## config.mk

```make
export PLATFORM = sky130hd
export DESIGN_NAME = rx_align_ctrl
export DESIGN_NICKNAME = d
export VERILOG_FILES = /design/src/rtl/rx_align_pkg.sv /design/src/rtl/rx_pattern_check.sv /design/src/rtl/rx_align_ctrl.sv
export SDC_FILE = /design/constraint.sdc
export NUM_CORES = 1
export LEC_CHECK = 0
export ABC_AREA = 1
export BUFFER_PORTS_ARGS = -buffer_cell sky130_fd_sc_hd__buf_4
export CAP_MARGIN = 20
export CORE_ASPECT_RATIO = 1.1
export CORE_MARGIN = 2
export CORE_UTILIZATION = 45
export DETAILED_ROUTE_END_ITERATION = 8
export MAX_ROUTING_LAYER = met4
export SYNTH_ARGS = -nofsm -noshare
export SYNTH_HDL_FRONTEND = slang
export SYNTH_SLANG_ARGS = --single-unit
```

## constraint.sdc

```tcl
create_clock -name rx_clkdiv4 -period 4.45 [get_ports rx_clkdiv4]
set_input_delay 0.445 -clock rx_clkdiv4 [delete_from_list [all_inputs] [get_ports rx_clkdiv4]]
set_output_delay 0.445 -clock rx_clkdiv4 [all_outputs]
set_load 0.01 [all_outputs]
```

## src/rtl/rx_align_pkg.sv

```systemverilog
// rx_align_pkg: shared state encoding, tap width and word rotation helper for lane alignment
package rx_align_pkg;
  localparam int TAP_W = 9;
  typedef enum logic [3:0] {
    S_IDLE, S_VTC_OFF, S_LOAD, S_SETTLE, S_CHECK, S_EVAL,
    S_CENTER, S_CSETTLE, S_SLIP, S_LOCKED, S_FAIL
  } state_t;
  function automatic logic [7:0] rotl8(input logic [7:0] data, input logic [2:0] r);
    logic [15:0] t;
    t = {data, data} << r;
    return t[15:8];
  endfunction
endpackage

```

## src/rtl/rx_pattern_check.sv

```systemverilog
// rx_pattern_check: scores one tap (first word must be a training rotation, all words equal) and reports the live rotation
module rx_pattern_check
  import rx_align_pkg::*;
#(
  parameter int         CHECK_WORDS = 64,
  parameter logic [7:0] TRAIN_PAT   = 8'hF0
) (
  input  logic       i_clk,
  input  logic       i_rst,
  input  logic [7:0] i_word,
  input  logic       i_clear,
  input  logic       i_enable,
  output logic       o_pass,
  output logic       o_done,
  output logic [2:0] o_rot
);
  logic [15:0] r_cnt;
  logic [7:0]  r_ref;
  logic        r_ok;
  logic        w_hit;
  always_comb begin
    w_hit = 1'b0;
    o_rot = '0;
    for (int i = 0; i < 8; i++)
      if (rotl8(i_word, 3'(i)) == TRAIN_PAT) begin
        w_hit = 1'b1;
        o_rot = 3'(i);
      end
  end
  assign o_done = i_enable && r_cnt == 16'(CHECK_WORDS - 1);
  assign o_pass = r_ok;
  always_ff @(posedge i_clk or posedge i_rst) begin
    if (i_rst) begin
      r_cnt <= '0;
      r_ref <= '0;
      r_ok  <= 1'b0;
    end else if (i_clear) begin
      r_cnt <= '0;
      r_ok  <= 1'b0;
    end else if (i_enable) begin
      r_cnt <= r_cnt + 16'd1;
      r_ref <= (r_cnt == '0) ? i_word : r_ref;
      r_ok  <= (r_cnt == '0) ? w_hit : r_ok && i_word == r_ref;
    end
  end
endmodule

```

## src/rtl/rx_align_ctrl.sv

```systemverilog
// rx_align_ctrl: sweeps IDELAY taps, centres on the widest stable window, then word-aligns the lane
module rx_align_ctrl
  import rx_align_pkg::*;
#(
  parameter int         TAP_MAX     = 511,
  parameter int         TAP_STEP    = 8,
  parameter int         SETTLE_CYC  = 16,
  parameter int         CHECK_WORDS = 64,
  parameter int         MIN_WIN     = 3,
  parameter logic [7:0] TRAIN_PAT   = 8'hF0
) (
  input  logic             rx_clkdiv4,
  input  logic             rx_reset,
  input  logic             start,
  input  logic [7:0]       px_data,
  output logic [TAP_W-1:0] rx_cntval,
  output logic             rx_dlyload,
  output logic             rx_ready,
  output logic [7:0]       aligned_data,
  output logic             aligned_valid,
  output logic             locked,
  output logic             fail,
  output logic             busy,
  output logic [TAP_W-1:0] win_start,
  output logic [TAP_W-1:0] win_end,
  output logic [2:0]       slip
);
  state_t           r_state, w_next;
  logic [15:0]      r_cnt;
  logic [TAP_W-1:0] r_tap, r_rs, r_re, r_ws, r_we, r_cntval;
  logic [9:0]       r_rlen, r_blen;
  logic             r_open, r_ld, r_dlyload;
  logic [2:0]       r_slip;
  logic [7:0]       r_adata;
  logic             w_pass, w_chk_done, w_last, w_settled, w_slip_ok, w_close;
  logic [2:0]       w_rot;
  logic [9:0]       w_next_tap, w_sum, w_len, w_cl;
  logic [TAP_W-1:0] w_rs, w_cs, w_ce;
  rx_pattern_check #(.CHECK_WORDS(CHECK_WORDS), .TRAIN_PAT(TRAIN_PAT)) u_chk (
    .i_clk(rx_clkdiv4),
    .i_rst(rx_reset),
    .i_word(px_data),
    .i_clear(r_state != S_CHECK),
    .i_enable(r_state == S_CHECK),
    .o_pass(w_pass),
    .o_done(w_chk_done),
    .o_rot(w_rot)
  );
  assign w_next_tap = {1'b0, r_tap} + 10'(TAP_STEP);
  assign w_last     = w_next_tap > 10'(TAP_MAX);
  assign w_settled  = r_cnt == 16'(SETTLE_CYC - 1);
  assign w_slip_ok  = rotl8(px_data, w_rot) == TRAIN_PAT;
  assign w_sum      = {1'b0, r_ws} + {1'b0, r_we};
  assign w_rs       = r_open ? r_rs : r_tap;
  assign w_len      = r_open ? r_rlen + 10'd1 : 10'd1;
  assign w_cs       = w_pass ? w_rs : r_rs;
  assign w_ce       = w_pass ? r_tap : r_re;
  assign w_cl       = w_pass ? w_len : r_rlen;
  // a passing tap closes its run only when the sweep ends; a failing tap closes whatever is open
  assign w_close    = w_pass ? w_last : r_open;
  assign rx_cntval     = r_cntval;
  assign rx_dlyload    = r_dlyload;
  assign aligned_data  = r_adata;
  assign win_start     = r_ws;
  assign win_end       = r_we;
  assign slip          = r_slip;
  always_ff @(posedge rx_clkdiv4 or posedge rx_reset)
    if (rx_reset) r_state <= S_IDLE;
    else r_state <= w_next;
  always_comb begin
    w_next = r_state;
    case (r_state)
      S_VTC_OFF: w_next = w_settled ? S_LOAD : S_VTC_OFF;
      S_LOAD:    w_next = S_SETTLE;
      S_SETTLE:  w_next = w_settled ? S_CHECK : S_SETTLE;
      S_CHECK:   w_next = w_chk_done ? S_EVAL : S_CHECK;
      S_EVAL:    w_next = w_last ? S_CENTER : S_LOAD;
      S_CENTER:  w_next = (r_blen < 10'(MIN_WIN)) ? S_FAIL : S_CSETTLE;
      S_CSETTLE: w_next = w_settled ? S_SLIP : S_CSETTLE;
      S_SLIP:    w_next = w_slip_ok ? S_LOCKED : S_FAIL;
      default:   w_next = r_state;
    endcase
    if (start) w_next = S_VTC_OFF;
    rx_ready      = r_state inside {S_IDLE, S_LOCKED, S_FAIL};
    busy          = !(r_state inside {S_IDLE, S_LOCKED, S_FAIL});
    locked        = r_state == S_LOCKED;
    fail          = r_state == S_FAIL;
    aligned_valid = r_state == S_LOCKED;
  end
  // cntval is written one cycle ahead of the strobe so it is stable before, during and after it
  always_ff @(posedge rx_clkdiv4 or posedge rx_reset) begin
    if (rx_reset) begin
      r_cnt     <= '0;
      r_tap     <= '0;
      r_rs      <= '0;
      r_re      <= '0;
      r_ws      <= '0;
      r_we      <= '0;
      r_cntval  <= '0;
      r_rlen    <= '0;
      r_blen    <= '0;
      r_open    <= 1'b0;
      r_ld      <= 1'b0;
      r_dlyload <= 1'b0;
      r_slip    <= '0;
      r_adata   <= '0;
    end else begin
      r_cnt     <= (start || w_next != r_state) ? '0 : r_cnt + 16'd1;
      r_ld      <= 1'b0;
      r_dlyload <= r_ld;
      if (r_state == S_VTC_OFF) begin
        r_tap  <= '0;
        r_rs   <= '0;
        r_re   <= '0;
        r_ws   <= '0;
        r_we   <= '0;
        r_rlen <= '0;
        r_blen <= '0;
        r_open <= 1'b0;
      end
      if (w_next == S_LOAD) begin
        r_cntval <= (r_state == S_EVAL) ? 9'(w_next_tap) : '0;
        r_ld     <= 1'b1;
      end
      if (r_state == S_EVAL) begin
        r_open <= w_pass && !w_last;
        if (w_pass) begin
          r_rs   <= w_rs;
          r_re   <= r_tap;
          r_rlen <= w_len;
        end
        if (w_close && w_cl > r_blen) begin
          r_ws   <= w_cs;
          r_we   <= w_ce;
          r_blen <= w_cl;
        end
        if (!w_last) r_tap <= 9'(w_next_tap);
      end
      if (r_state == S_CENTER && w_next == S_CSETTLE) begin
        r_cntval <= 9'(w_sum >> 1);
        r_ld     <= 1'b1;
      end
      if (r_state == S_SLIP && w_next == S_LOCKED) r_slip <= w_rot;
      if (r_state == S_LOCKED) r_adata <= rotl8(px_data, r_slip);
    end
  end
endmodule

```

==> reports/metrics.csv <==
stage,metric,value,unit
floorplanning,start_util,0.463,
cells_and_area,fin_nets,1081,
power,switching_share,0.315,
sta,rsz0062_at_grt,no,
detailed_routing,antenna_left,0,
synth,postSynth.asyncResetShare,1.00,
synth,yosys_warnings,0,
detailed_routing,wl_per_cell,14.6,um
synth,syn_nets,1035,
placement,portBuffers,54,
global_route,grt_pass1_vias,6389,
floorplanning,chipHeight,141,um
critical_path,path_common_cell,nand3_1,
critical_path,end_kind,register,
detailed_routing,viasPerCell,5.28,
sta,finalCritPeriodShare,0.757,
global_route,grt_max_degree,106,
power,seqPwrFrac,0.382,
synth,synth_top_area_share,0.436,
power,clock_power_share,0.419,
clock_tree,cts.sink_count,133,
sta,skew,0.00955,ns
critical_path,cpMaxStageDelayCell,dfrtp_1,
floorplanning,dieArea,18000,sq um
clock_tree,cts_setup_buffers,0,
synth,synth_ff_type,dfrtp_1,
synth,yosysTopAreaCell,dfrtp_1,
synth,syn_inst,1000,
global_route,grt-ovfl-total,0,
critical_path,cp-start-kind,register,
cells_and_area,seqCellArea,3330,sq um
sta,hold_viol_final,0,
cells_and_area,filler_cell_count,1582,
floorplanning,fp.dieW,128,um
synth,syn_area,7630,sq um
floorplanning,fp.coreArea,16500,sq um
detailed_routing,drt_wl_total,18.5,mm
floorplanning,rows,49,
global_route,grt_pass1_wl,31.2,mm
clock_tree,cts_tree,yes,
cells_and_area,multi_input_area,3720,sq um
sta,tns,0,ns
power,pwr-share-comb,0.199,
cells_and_area,drive_above_1_share,0.124,
floorplanning,io_pins,55,
sta,max_freq,297,MHz
detailed_routing,dr.pass1.iters,7,
placement,gp_congestion,0.896,
global_route,grt_usage,0.223,
critical_path,worst-path-buf-inv,1,
status,outcome,finished clean,
synth,avgSynthCellArea,7.63,sq um
sta,tightestPinTransition,0.953,ns
critical_path,worstPathRequired,4.75,ns
detailed_routing,drtIter0Drc,370,
critical_path,crit_fanout,17,
power,p_switching,0.00111,W
cells_and_area,area_growth,15.6,%
synth,yosysMostFrequentCell,nand2_1,
synth,synth_edf_count,0,
synth,synthTopCellsByArea,"dfrtp_1 (44%), nand2_1 (10%), o21ai_0 (6.9%)",
sta,min_period,3.37,ns
power,power_density,402,nW/um^2
sta,holdWs,0.219,ns
synth,yosysUniqueCellTypes,43,
clock_tree,ctsHtreeMaxLevel,4,
clock_tree,cts.reportedPaths.clkPinSlew,0.06,ns
clock_tree,clk_path_buf_depth,2,
power,p_leak,4.26,nW
critical_path,path_class,register to register,
critical_path,cp_cell_sequence,nand3_1 -> nor2_1 -> nand3_1 -> nor3_1 -> nand3_1 -> nand3_1 -> nor2_1 -> or2_2 -> ha_1 -> nand2_1 -> nor2_1 -> nand3_1 -> o211ai_1 -> nor2_1 -> nand2_1 -> clkinv_1 -> o31ai_1,
clock_tree,clkLatencyLatePin,0.42,ns
detailed_routing,num_vias,6658,
min_path,hp-class,primary input to async pin,
critical_path,critPathTopFamily,simple AND/OR/NAND/NOR gates,
clock_tree,cts_resized,0,
sta,setup_violations,0,
cells_and_area,diodes,0,
placement,dp_hpwl,13.3,mm
critical_path,cp_data_arrival_time,3.67,ns
clock_tree,cts_root_buffer,clkbuf_16,
clock_tree,cts_hold_buffers,0,
sta,slew_viol_final,0,
synth,synth_common_cells,"nand2_1 (204), dfrtp_1 (133), inv_1 (105), o21ai_0 (105), nor2_1 (101)",
global_route,grt_antenna_before_repair,0,
power,vdd_drop_max,0.000329,V
sta,maxSlewHeadroom,0.365,
clock_tree,numCtsBuffers,17,
synth,ys_seq_area_frac,0.436,
critical_path,critical-path-max-stage-delay,0.41,ns
synth,ys_ff_latch,133,
power,internal_power,0.00243,W
detailed_routing,drc,0,
run,max-cap-violations,0,
==> layout by cell type (no fill, tap or decap), drive strengths merged, types with 18 or more instances in the layout <==
cell type,instances
buf,60
nor2,116
dfrtp,133
o21ai,106
inv,115
nand4,18
nand2,212
nand3,102
ha,23
nor3,18
clkbuf,19
a21oi,31
==> routing by layer <==
metal | track usage | wire, um | vias up
li1 | - | - | 3421
met1 | 0.288 | 8690 | 3088
met2 | 0.357 | 8880 | 124
met3 | 0.0367 | 517 | 25
met4 | 0.0735 | 399 | 0
met5 | - | 0 | -
==> worst paths after layout <==
path | start | endpoint | slack (ns) | depth (start not counted)
setup / recovery | r_rlen[0]$_DFF_PP0_ | r_blen[8]$_DFF_PP0_ | 1.08 | 17
hold / removal | rx_reset | rx_dlyload$_DFF_PP0_ | 0.22 | 2
setup reg to reg | r_rlen[0]$_DFF_PP0_ | r_blen[8]$_DFF_PP0_ | 1.08 | 17
hold reg to reg | r_ld$_DFF_PP0_ | rx_dlyload$_DFF_PP0_ | 0.35 | 0
max in group asynchronous | rx_reset | r_rlen[3]$_DFF_PP0_ | 3.23 | 3
min in group rx_clkdiv4 | start | r_state[3]$_DFF_PP0_ | 0.31 | 2
==> per-stage QoR <==
step | worst slack (ns) | cell area [sq um] | utilization | cells | power [W]
floorplan | 0.451 | 7630 | - | 1000 | 0.00187
CTS | 1.11 | 8820 | 0.535 | 1262 | 0.00357
detailed placement | 1.15 | 8200 | 0.497 | 1231 | 0.00208
finish | 1.08 | 8820 | 0.535 | 1262 | 0.00354
global route | 0.660 | 8820 | 0.535 | 1262 | 0.00370
global placement | 1.22 | 8200 | 0.497 | 1231 | 0.00208
==> cell type report <==
class | instances | area share
Timing Repair Buffer | 60 | 0.0511
Clock buffer | 19 | 0.0502
Clock inverter | 12 | 0.0203
Tap cell | 204 | 0.0289
Multi-Input combinational cell | 717 | 0.422
Inverter | 117 | 0.0504
Sequential cell | 133 | 0.377
==> sequential cells by signal, indices dropped and copies added, names as in the netlist <==
signal and cells:
r_ld 1, u_chk.r_ref 8, r_state 4, r_tap 9, rx_dlyload 1, r_open 1
u_chk.r_cnt 16, r_cnt 16, slip 3, r_re 9, r_blen 10, aligned_data 8
u_chk.o_pass 1, r_rlen 10, win_start 9, win_end 9, rx_cntval 9, r_rs 9
==> cell families after synthesis <==
logic type | share of synthesized area
compound gates | 0.147
xor+xnor | 0.0241
fa+ha+maj | 0.0403
buf+inv | 0.0763
flops | 0.436
simple gates | 0.276
==> power by group through the flow <==
stage          sequential (W)  clock [W]  combinational [W]
2_1_floorplan         0.00136          0           0.000509
6_report              0.00135    0.00149           0.000705
3_5_place_dp          0.00137          0           0.000708
5_1_grt               0.00136    0.00155           0.000785
3_3_place_gp          0.00137          0           0.000711
4_1_cts               0.00135    0.00151           0.000707
Note: power is estimated with default switching activity, not from simulation.
